## config.mk

```make
export PLATFORM = sky130hd
export DESIGN_NAME = sig_gate_sequencer
export DESIGN_NICKNAME = d
export VERILOG_FILES = /design/src/rtl/sig_gate_sequencer.sv
export SDC_FILE = /design/constraint.sdc
export NUM_CORES = 1
export LEC_CHECK = 0
export BUFFER_PORTS_ARGS = -buffer_cell sky130_fd_sc_hd__buf_2
export CAP_MARGIN = 20
export CORE_ASPECT_RATIO = 1.25
export CORE_UTILIZATION = 50
export DETAILED_ROUTE_END_ITERATION = 7
export PLACE_DENSITY = 0.71
export SYNTH_ARGS = -nofsm -noshare
export SYNTH_HDL_FRONTEND = slang
export SYNTH_SLANG_ARGS = --single-unit
```

## constraint.sdc

```tcl
create_clock -name clk -period 3 [get_ports clk]
set_input_delay 0.45 -clock clk [delete_from_list [all_inputs] [get_ports clk]]
set_output_delay 0.45 -clock clk [all_outputs]
set_load 0.01 [all_outputs]
```

## src/rtl/sig_gate_sequencer.sv

```systemverilog
// Issue/collect sequencer for the fixed-latency add/sub + sigmoid activation unit.
// Operands are issued against credits; results are captured LATENCY cycles later into an in-order FIFO.
module sig_gate_sequencer #(
    parameter int LATENCY = 2,
    parameter int DEPTH   = 8,
    parameter int CNT_W   = 16
) (
    input  logic             clk,
    input  logic             reset_n,
    input  logic             in_valid,
    output logic             in_ready,
    input  logic [7:0]       in_a,
    input  logic [7:0]       in_b,
    input  logic             in_last,
    output logic [7:0]       act_a,
    output logic [7:0]       act_b,
    input  logic [7:0]       act_result,
    output logic             out_valid,
    input  logic             out_ready,
    output logic [7:0]       out_data,
    output logic             out_last,
    output logic             busy,
    output logic [CNT_W-1:0] vec_done
);

    localparam int PTR_W  = $clog2(DEPTH);
    localparam int FCNT_W = $clog2(DEPTH + 1);
    localparam int SUM_W  = $clog2(DEPTH + LATENCY + 2);

    localparam logic [PTR_W-1:0]  PTR_ONE  = PTR_W'(1);
    localparam logic [FCNT_W-1:0] FCNT_ONE = FCNT_W'(1);
    localparam logic [CNT_W-1:0]  VEC_ONE  = CNT_W'(1);
    localparam logic [SUM_W-1:0]  CREDITS  = SUM_W'(DEPTH);

    // Number of operand pairs still travelling through the activation unit.
    function automatic logic [SUM_W-1:0] popcount(input logic [LATENCY:0] v);
        logic [SUM_W-1:0] n;
        n = '0;
        for (int i = 0; i <= LATENCY; i++) begin
            n = n + SUM_W'(v[i]);
        end
        return n;
    endfunction

    logic [LATENCY:0]  tag_r;
    logic [LATENCY:0]  last_r;
    logic [7:0]        act_a_r;
    logic [7:0]        act_b_r;
    logic [7:0]        mem_data_r [DEPTH];
    logic              mem_last_r [DEPTH];
    logic [PTR_W-1:0]  wr_ptr_r;
    logic [PTR_W-1:0]  rd_ptr_r;
    logic [FCNT_W-1:0] count_r;
    logic [FCNT_W-1:0] count_nxt_s;
    logic [CNT_W-1:0]  vec_done_r;

    logic [SUM_W-1:0]  inflight_s;
    logic              in_ready_s;
    logic              accept_s;
    logic              push_s;
    logic              pop_s;

    // Credits only depend on registered state, so ready never follows in_valid or out_ready combinationally.
    assign inflight_s = popcount(tag_r);
    assign in_ready_s = (SUM_W'(count_r) + inflight_s) < CREDITS;
    assign accept_s   = in_valid && in_ready_s;
    assign push_s     = tag_r[LATENCY];
    assign pop_s      = (count_r != '0) && out_ready;

    assign in_ready  = in_ready_s;
    assign act_a     = act_a_r;
    assign act_b     = act_b_r;
    assign out_valid = (count_r != '0);
    assign out_data  = mem_data_r[rd_ptr_r];
    assign out_last  = mem_last_r[rd_ptr_r];
    assign busy      = (inflight_s != '0) || (count_r != '0);
    assign vec_done  = vec_done_r;

    // Operand registers and the tag/last pipe that tracks when each result appears.
    always_ff @(posedge clk or negedge reset_n) begin
        if (!reset_n) begin
            tag_r   <= '0;
            last_r  <= '0;
            act_a_r <= 8'h00;
            act_b_r <= 8'h00;
        end else begin
            tag_r  <= {tag_r[LATENCY-1:0], accept_s};
            last_r <= {last_r[LATENCY-1:0], in_last};
            if (accept_s) begin
                act_a_r <= in_a;
                act_b_r <= in_b;
            end
        end
    end

    // Next occupancy: simultaneous push and pop leave it unchanged.
    always_comb begin
        count_nxt_s = count_r;
        if (push_s && !pop_s) begin
            count_nxt_s = count_r + FCNT_ONE;
        end else if (!push_s && pop_s) begin
            count_nxt_s = count_r - FCNT_ONE;
        end else begin
            count_nxt_s = count_r;
        end
    end

    // Result FIFO storage, pointers and occupancy.
    always_ff @(posedge clk or negedge reset_n) begin
        if (!reset_n) begin
            for (int i = 0; i < DEPTH; i++) begin
                mem_data_r[i] <= 8'h00;
                mem_last_r[i] <= 1'b0;
            end
            wr_ptr_r <= '0;
            rd_ptr_r <= '0;
            count_r  <= '0;
        end else begin
            if (push_s) begin
                mem_data_r[wr_ptr_r] <= act_result;
                mem_last_r[wr_ptr_r] <= last_r[LATENCY];
                wr_ptr_r             <= wr_ptr_r + PTR_ONE;
            end
            if (pop_s) begin
                rd_ptr_r <= rd_ptr_r + PTR_ONE;
            end
            count_r <= count_nxt_s;
        end
    end

    // Retired-vector counter, bumped when the last result of a vector leaves.
    always_ff @(posedge clk or negedge reset_n) begin
        if (!reset_n) begin
            vec_done_r <= '0;
        end else if (pop_s && mem_last_r[rd_ptr_r]) begin
            vec_done_r <= vec_done_r + VEC_ONE;
        end
    end

endmodule

```

==> impl_results.md <==
* Status: completed
* Tot GR Track Use at 0.204
* YS warnings at 0
* Die Span X at 95.1 um
* Post-route setup TNS at 0 ns
* Fin. Hold Viols at 0
* Post-cts sizing count at 0
* Critical Path RT at 2.55 ns
* Critical path fanouts, max at 11
* Min-Delay Path Class: in2async
* Final min period at 2.74 ns
* Layout net count at ~480
* R2R setup slack at around 0.28 ns
* Yosys top cell area share at 0.555
* Post-Route Skew at 0.00714 ns
* LEAKAGE at roughly 3 nW
* Post-DR wirelength/cell at between 15 and 20 um
* Drt initial violations at between 150 and 200
* Worst setup margin at approximately 0.26 ns
* Worst-path clk slew at around 0.060 ns
* Critical path arrival at ~2.3 ns
* Share of layout cells above drive strength 1 at 0.498
* Max clock buf depth at 2
* Leading post-synthesis cells by cell area: dfrtp_1 (55%), mux2_2 (19%), mux4_2 (4.6%)
* Post-DP Area at 5940 um2
* Slew Limit Headroom at 0.454
* Core area at between 10,000 and 15,000 um2
* Hpwl dp at 6320 um
* Dpl cells at ~550
* Max Slew Vio Count at 0
* Area Growth Syn to Fin at 22.2%
* Rows at 42
* Reg2reg start: count_r[0]$_DFFE_PN0P_
* Initial Utilization at 0.512
* IO Pins at 73
* FF-to-FF End: count_r[3]$_DFFE_PN0P_
* Diode count at 0
* DR pass1 iterations at 7
* CTS tree: done
* Actual slew at the worst max-slew pin at about 0.8 ns
* Gr ovfl total at 0
* Chip Height at ~120 um
* Most instantiated cells after synthesis: dfrtp_1 (120), mux2_2 (89), xor2_1 (13)
* CTS root buf: clkbuf_16
* Final period util at 0.914
* Remaining DRCs at 0
* Maximum VDD drop at 0.000622 V
* Antenna violations before repair at 0
* Reg2reg path depth at 11
* # Post-CTS Setup Buffers at 0
* Worst setup SP type: flip-flop
* Ys flop type: dfrtp_1
* Netlist cell types at 40
* FFs w/ async S/R, synth at 1.00
* RePlAce Congestion at 0.760
* CTS sink count at 120
* Vias/cell at between 5 and 6
* Die ar. at around 11,000 um2
* Max_cap viols at 0
* Via count at roughly 3,200
* Number of global-route vias before repair at roughly 3,300
* CP Capture Type: output port
* Post-Syn Area at roughly 5400 um2
* Final setup vio count at 0
* FF/Latch Area at ~3000 um2
* IO Port Bufs at about 70
* Syn Nets at between 300 and 400
* Area of the multi-input gates at around 2300 um2
* DRT Wirelength at between 10,000 and 15,000 um
* CTS Buf Count at 17
* #FFs+latches synth at between 100 and 150
* Clk_lat worst skew at roughly 0.4 ns
* Largest net degree at the start of global routing at approximately 120
* Final Instance Area at 6620 um2
* Sequential share of the synthesized area at 0.555
* EDFF count, synth at 0
* PwrDens at about 1200 nW/um2
* Yosys top cell by area: dfrtp_1
* Synthesized instance count at 354
* Average size of a mapped cell at around 15 um2
* Antenna viol nets, final at 0
* Post-layout util at 0.626
* WS Path Type: reg2out
* First-pass GRT wire length at approximately 17,000 um
* Post-Layout Cell Count at roughly 590
* Fillers at between 800 and 900
* H-tree Lvls at 4
* Dpl ws at 0.328 ns
* Hold Buf Count CTS at 0
* Count leader, synth: dfrtp_1
* Max Clk Rate at between 300 and 400 MHz
* Unrepaired setup endpoints after global routing: false
==> routing by layer <==
metal | GRT usage | wire, um
met2 | 0.321 | 5290
met5 | 0 | 0
met4 | 0.0701 | 170
met1 | 0.275 | 4510
met3 | 0.0495 | 225
==> worst max-delay path, stage by stage, from the launching register on <==
cell and delay, ns:
dfrtp_1 0.52, fa_1 0.44, ha_1 0.27, and3_1 0.14, o21ai_1 0.17, xor2_1 0.19, buf_2 0.16
==> worst max-delay path by stage <==
stage | startpoint | end | slack (ns)
finish | tag_r[2]$_DFF_PN0_ | in_ready | 0.26
global route | tag_r[2]$_DFF_PN0_ | in_ready | 0.13
CTS | tag_r[2]$_DFF_PN0_ | in_ready | 0.25
detailed placement | count_r[0]$_DFFE_PN0P_ | count_r[3]$_DFFE_PN0P_ | 0.33
global placement | count_r[0]$_DFFE_PN0P_ | count_r[3]$_DFFE_PN0P_ | 0.40
floorplan | count_r[0]$_DFFE_PN0P_ | count_r[3]$_DFFE_PN0P_ | 0.35
==> placed cells by master, fill, tap and decap left out, drive strengths merged, types with 2 or more instances in the layout <==
| master | count |
|---|---|
| and2 | 2 |
| buf | 83 |
| bufinv | 6 |
| and4 | 2 |
| o21ai | 2 |
| xnor2 | 11 |
| nand2 | 11 |
| nand3b | 2 |
| nand4 | 6 |
| clkinvlp | 4 |
| nor3b | 2 |
| ha | 7 |
| mux2 | 99 |
| dfrtp | 120 |
| clkinv | 4 |
| mux4 | 16 |
| xor2 | 13 |
| inv | 4 |
| nand3 | 12 |
| nor3 | 8 |
| fa | 2 |
| nand4b | 3 |
| nor2 | 2 |
| nor4 | 5 |
| and3 | 2 |
| mux2i | 4 |
| clkbuf | 17 |
==> metrics by stage <==
stage                     hold WS, ns  power, mW
after floorplan                 0.154       4.80
after global placement          0.334       5.46
after detailed placement        0.336       5.58
after CTS                       0.144       7.91
after global routing            0.148       8.30
final                           0.105       7.82
==> registers in the layout, summed over array words and instances, names as in the netlist <==
signal      count
tag_r           3
vec_done       16
count_r         4
rd_ptr_r        3
last_r          3
act_b           8
wr_ptr_r        3
mem_last_r      8
mem_data_r     64
act_a           8
==> where the power goes <==
part	switching, mW	internal [mW]
clock network	0.716	1.56
registers	0.487	2.35
logic	1.17	1.54
total	2.37	5.45
==> final cells by class <==
class / instances / share of cell area
Sequential cell: 120 / 0.454
Clock inverter: 15 / 0.0378
Inverter: 3 / 0.00170
Multi-Input combinational cell: 216 / 0.348
Timing Repair Buffer: 83 / 0.0692
Clock buffer: 17 / 0.0643
Tap cell: 132 / 0.0250
==> cell families (layout without fill, tap and decap cells) <==
group           count (synthesis)  in the layout  share of synthesized area
simple gates                   60             60                     0.0756
mux                           119            119                      0.283
compound gates                  4              4                    0.00416
buf+inv                        18            118                     0.0196
fa+ha+maj                       9              9                     0.0236
flops                         120            120                      0.555
xor+xnor                       24             24                     0.0388
(Power assumes the default switching activity.)
